[config.mk]
export PLATFORM = sky130hd
export DESIGN_NAME = mem_stage_lsu
export DESIGN_NICKNAME = d
export VERILOG_FILES = /design/src/rtl/mem_stage_pkg.sv /design/src/rtl/mem_stage_lsu_subword_align.sv /design/src/rtl/mem_stage_lsu.sv
export SDC_FILE = /design/constraint.sdc
export NUM_CORES = 1
export LEC_CHECK = 0
export CORE_MARGIN = 2
export CORE_UTILIZATION = 50
export CTS_BUF_LIST = sky130_fd_sc_hd__clkbuf_8
export DETAILED_ROUTE_END_ITERATION = 10
export DONT_BUFFER_PORTS = 1
export SLEW_MARGIN = 20
export SYNTH_ARGS = -nofsm -noshare
export SYNTH_HDL_FRONTEND = slang
export SYNTH_SLANG_ARGS = --single-unit
export TNS_END_PERCENT = 50
[constraint.sdc]
create_clock -name clk -period 5.4 [get_ports clk]
set_clock_uncertainty 0.05 [all_clocks]
set_input_delay 1.62 -clock clk [delete_from_list [all_inputs] [get_ports clk]]
set_output_delay 1.62 -clock clk [all_outputs]
set_load 0.05 [all_outputs]
[src/rtl/mem_stage_pkg.sv]
// Shared encodings for the memory-stage load/store unit: access sizes, FSM states,
// and a byte-enable helper. Alignment checking is selected by MEM_STAGE_MISALIGN_CHK_EN.
package mem_stage_pkg;

  localparam logic [1:0] SZ_BYTE = 2'b00;
  localparam logic [1:0] SZ_HALF = 2'b01;
  localparam logic [1:0] SZ_WORD = 2'b10;
  localparam logic [1:0] SZ_RSVD = 2'b11;

  typedef enum logic {
    IDLE   = 1'b0,
    RMW_WR = 1'b1
  } lsu_state_e;

  // Byte lanes touched by an access of the given size at an already-normalised lane offset.
  function automatic logic [3:0] lane_mask(input logic [1:0] size, input logic [1:0] off);
    logic [3:0] m;
    case (size)
      SZ_BYTE: m = 4'b0001 << off;
      SZ_HALF: m = 4'b0011 << off;
      default: m = 4'b1111;
    endcase
    return m;
  endfunction

endpackage

[src/rtl/mem_stage_lsu_subword_align.sv]
// Combinational lane extract (loads) and lane merge (sub-word stores) for little-endian words.
// MEM_STAGE_MISALIGN_CHK_EN enables misalignment detection; otherwise misaligned_o is tied 0.
module subword_align
  import mem_stage_pkg::*;
(
  input  logic [1:0]  mem_size_i,
  input  logic        mem_unsigned_i,
  input  logic [1:0]  byte_off_i,
  input  logic [31:0] word_i,
  input  logic [31:0] wdata_i,
  output logic [31:0] load_data_o,
  output logic [31:0] merged_o,
  output logic        misaligned_o
);

  logic [1:0]  lane_off;
  logic [31:0] wdata_rep;
  logic [31:0] shifted;
  logic [3:0]  byte_en;

  // Halves align down to addr[1], words ignore the low bits entirely.
  always_comb begin
    lane_off  = 2'b00;
    wdata_rep = wdata_i;
    case (mem_size_i)
      SZ_BYTE: begin
        lane_off  = byte_off_i;
        wdata_rep = {4{wdata_i[7:0]}};
      end
      SZ_HALF: begin
        lane_off  = {byte_off_i[1], 1'b0};
        wdata_rep = {2{wdata_i[15:0]}};
      end
      default: ;
    endcase
  end

  assign shifted = word_i >> {lane_off, 3'b000};
  assign byte_en = lane_mask(mem_size_i, lane_off);

  always_comb begin
    case (mem_size_i)
      SZ_BYTE: load_data_o = {{24{~mem_unsigned_i & shifted[7]}}, shifted[7:0]};
      SZ_HALF: load_data_o = {{16{~mem_unsigned_i & shifted[15]}}, shifted[15:0]};
      default: load_data_o = shifted;
    endcase
  end

  for (genvar gi = 0; gi < 4; gi++) begin : g_merge
    assign merged_o[8*gi +: 8] = byte_en[gi] ? wdata_rep[8*gi +: 8] : word_i[8*gi +: 8];
  end

`ifdef MEM_STAGE_MISALIGN_CHK_EN
  assign misaligned_o = (mem_size_i == SZ_HALF) ? byte_off_i[0] :
                        (mem_size_i[1]          ? (byte_off_i != 2'b00) : 1'b0);
`else
  assign misaligned_o = 1'b0;
`endif

endmodule

[src/rtl/mem_stage_lsu.sv]
// Memory-stage load/store unit: zero-latency loads and word stores, two-cycle
// read-modify-write for byte/half stores. MEM_STAGE_MISALIGN_CHK_EN enables alignment traps.
module mem_stage_lsu
  import mem_stage_pkg::*;
#(
  parameter int DM_DEPTH = 128
) (
  input  logic        clk,
  input  logic        reset,
  input  logic        mem_req,
  input  logic        mem_we,
  input  logic [1:0]  mem_size,
  input  logic        mem_unsigned,
  input  logic [31:0] addr,
  input  logic [31:0] wdata,
  input  logic [31:0] dm_rdata,
  output logic [31:0] dm_addr,
  output logic        dm_we,
  output logic [31:0] dm_wdata,
  output logic [31:0] rdata,
  output logic        stall,
  output logic        misalign
);

  // Index split into the part that addresses the memory and the pass-through upper bits.
  localparam int AW = (DM_DEPTH > 1) ? $clog2(DM_DEPTH) : 1;

  lsu_state_e      state_q, state_d;
  logic [31:0]     merged_q, merged_d;
  logic [AW-1:0]   idx_lo_q, idx_lo_d;
  logic [29-AW:0]  idx_hi_q, idx_hi_d;

  logic [31:0]     load_data;
  logic [31:0]     merged_word;
  logic            misaligned;
  logic            dm_we_c, stall_c;
  logic [31:0]     rdata_c;

  subword_align u_align (
    .mem_size_i     (mem_size),
    .mem_unsigned_i (mem_unsigned),
    .byte_off_i     (addr[1:0]),
    .word_i         (dm_rdata),
    .wdata_i        (wdata),
    .load_data_o    (load_data),
    .merged_o       (merged_word),
    .misaligned_o   (misaligned)
  );

  always_comb begin
    state_d  = state_q;
    merged_d = merged_q;
    idx_lo_d = idx_lo_q;
    idx_hi_d = idx_hi_q;
    dm_we_c  = 1'b0;
    stall_c  = 1'b0;
    rdata_c  = 32'd0;
    dm_wdata = wdata;
    dm_addr  = {2'b00, addr[31:2]};
    case (state_q)
      IDLE: begin
        if (mem_req && !misaligned) begin
          if (!mem_we) begin
            rdata_c = load_data;
          end else if (mem_size[1]) begin
            dm_we_c = 1'b1;
          end else begin
            stall_c              = 1'b1;
            merged_d             = merged_word;
            {idx_hi_d, idx_lo_d} = addr[31:2];
            state_d              = RMW_WR;
          end
        end
      end
      RMW_WR: begin
        // Commit the merged word; the pipeline is released this cycle.
        dm_we_c  = 1'b1;
        dm_wdata = merged_q;
        dm_addr  = {2'b00, idx_hi_q, idx_lo_q};
        state_d  = IDLE;
      end
      default: state_d = IDLE;
    endcase
  end

  always_ff @(posedge clk or posedge reset) begin
    if (reset) begin
      state_q  <= IDLE;
      merged_q <= 32'd0;
      idx_lo_q <= '0;
      idx_hi_q <= '0;
    end else begin
      state_q  <= state_d;
      merged_q <= merged_d;
      idx_lo_q <= idx_lo_d;
      idx_hi_q <= idx_hi_d;
    end
  end

  // Reset masks the strobes immediately so an in-flight RMW write is dropped.
  assign dm_we    = dm_we_c & ~reset;
  assign stall    = stall_c & ~reset;
  assign rdata    = reset ? 32'd0 : rdata_c;
  assign misalign = misaligned & mem_req & (state_q == IDLE) & ~reset;

endmodule

==> flow_summary.yaml <==
floorplanning:
  dieArea_mm2: 0.00988
  die_h_um: 99.4
  ios: 202
  rows: 34
  fp.dieW_um: 99.4
  initial_core_util_pct: 51.9
  core_region_area_mm2: 0.00876
drt:
  drt-total-wl_mm: 12.9
  drt_iter0_drc: 155
  wire_per_inst_um: 19.8
  first_pass_iters: 5
  drc: 0
  vias: 3807
  postRouteAntennaNets: 0
  via_per_inst: 5.86
clocking:
  cts_root_buf: "clkbuf_8"
  clock_latency_ns: 0.33
  ctsLongestPathBuffers: 2
  tritoncts: "built"
  htree_levels: 3
  cts_buffers: 9
  post-cts-setup-buffers: 0
  holdBufCountCts: 0
  clkTransAtPathRegs_ns: 0.07
  cts_sinks: 63
  ctsResizeCount: 0
worst_hold_path:
  hp-class: "reg -> reg"
  whs_path_depth: 2
placement:
  numPortBuffers: 0
  postPlaceCellArea_mm2: 0.00494
  place_inst: 633
  gp_congestion: 0.902
  place_hpwl_mm: 9.36
pwr:
  peakVddDrop_uv: 143
  p_total_uw: 1530
  p_leak_uw: 0.00242
  powerDensity_mw_per_mm2: 296
yosys:
  synth_cells: 527
  synth_seq_cells: 63
  synth_area_mm2: 0.00455
  synth_seq_area_share_pct: 34.7
  ys_warn_count: 0
  syn_area_per_cell_um2: 8.63
  synth.distinct_cells: 36
cells_and_area:
  drive_gt1_share_pct: 29.7
  nets: 640
  stdcell_count: 650
  final_util_pct: 59.1
  layout_common_cells: "135 x nand2_1, 78 x mux2_2, 62 x dfrtp_1"
  fill_cells: 789
  area_growth_pct: 13.8
  design_area_mm2: 0.00517
  antenna_cells: 0
  final_common_cell: "nand2_1"
worst_setup_path:
  path_class: "in -> out"
  path_max_fanout: 9
  ff2ff_setup_slack_ns: 2.50
  critPathArrivalTime_ns: 3.48
  worstRegToRegCells: 6
  required_ns: 3.73
  worst_setup_path_start_kind: "input port"
  critical_path.endpoint_type: "output pin"
grt:
  grt_max_degree: 96
  grt_pass1_vias: 3766
  grt_use_total_pct: 26.1
  antenna_found_initial: 0
  grt_first_pass_wirelength_mm: 20.4
  grt.overflow.total: 0
timing:
  final-max-slew-violation-count: 0
  setup_violations: 0
  finalCriticalPeriod_ns: 5.15
  maxSlewHeadroom_pct: 36.7
  tightest_slew_ns: 0.949
  rsz0062_at_grt: "no"
  fmax_ghz: 0.194
  fin_crit_sh_pct: 95.4
  hold_violations: 0
run:
  cap_violations: 0
run_status:
  outcome: "completed"
## final timing paths
kind / endpoint / start
worst max-delay path: rdata[8] / reset
min in group asynchronous: idx_lo_q[4]$_DFFE_PP0P_ / reset
worst min register to register: idx_lo_q[3]$_DFFE_PP0P_ / idx_lo_q[3]$_DFFE_PP0P_
worst max register to register: idx_hi_q[21]$_DFFE_PP0P_ / state_q$_DFF_PP0_
max in group asynchronous: state_q$_DFF_PP0_ / reset
worst min-delay path: idx_lo_q[3]$_DFFE_PP0P_ / idx_lo_q[3]$_DFFE_PP0P_
## report_power, final
group / switching, uW / internal [uW]
clock: 213 / 266
combinational: 317 / 136
sequential: 43.6 / 556
total: 573 / 959
## layout make-up
class / instances / area (um2) / share of cell area, %
multi-input cells: 398 / 2730 / 52.7
flip-flops and latches: 63 / 1580 / 30.5
clock buffers: 9 / 124 / 2.39
repair buffers: 44 / 430 / 8.32
clock inverters: 7 / 103 / 1.98
well taps: 108 / 135 / 2.61
inverters: 21 / 78.8 / 1.52
## registers in the layout, summed over array words and instances (netlist names)
name      count
idx_hi_q     23
idx_lo_q      7
merged_q     32
state_q       1
## cell usage after synthesis, drive strengths merged
cell type  count  area [um2]
o211ai         1        7.51
mux2i         39         390
dfrtp         63        1580
nand2b         8        50.1
o21ai         35         179
mux2          78         878
or3            1        6.26
or4b           1        10.0
or2            2        12.5
a21oi         34         174
or4            1        7.51
o221a          1        11.3
o21a           2        15.0
nand2        135         507
inv           21        78.8
a221o          1        10.0
clkbuf        34         129
a22o           2        17.5
nor2           8        30.0
a211oi        20         150
buf           13        85.1
nor2b          9        56.3
nor4bb         1        10.0
a21o           6        45.0
conb           1        3.75
a31oi          1        6.26
a22oi          2        15.0
o22ai          7        87.6
## routing by layer
metal | vias to the layer above | track usage, % | routed length [um] | share of wire (%)
li1 | 1818 | - | - | -
met1 | 1795 | 33.4 | 5320 | 41
met2 | 167 | 41.5 | 6050 | 47
met3 | 27 | 9.00 | 1250 | 9.7
met4 | 0 | 8.64 | 277 | 2.1
met5 | - | 0 | 0 | 0
## stage by stage
stage,hold WS (ns),setup WS (ns),setup TNS (ns)
after detailed placement,0.406,0.257,0
after global placement,0.402,0.287,0
after floorplan,0.390,-0.111,-0.516
after CTS,0.426,0.249,0
after global routing,0.441,0.176,0
final,0.422,0.248,0
## cells by family after synthesis
family	count (synthesis)	share of synthesized area, %
other	1	0.0824
muxes	117	27.9
and+or+nand+nor	166	15.2
AOI/OAI and AO/OA	112	15.8
buffers and inverters	68	6.44
DFF	63	34.7
## worst max-delay path, stage by stage
cell and delay, ns:
or4b_1 0.71, or4_1 0.69, o22ai_2 0.28, buf_12 0.17
(Power assumes the default switching activity.)
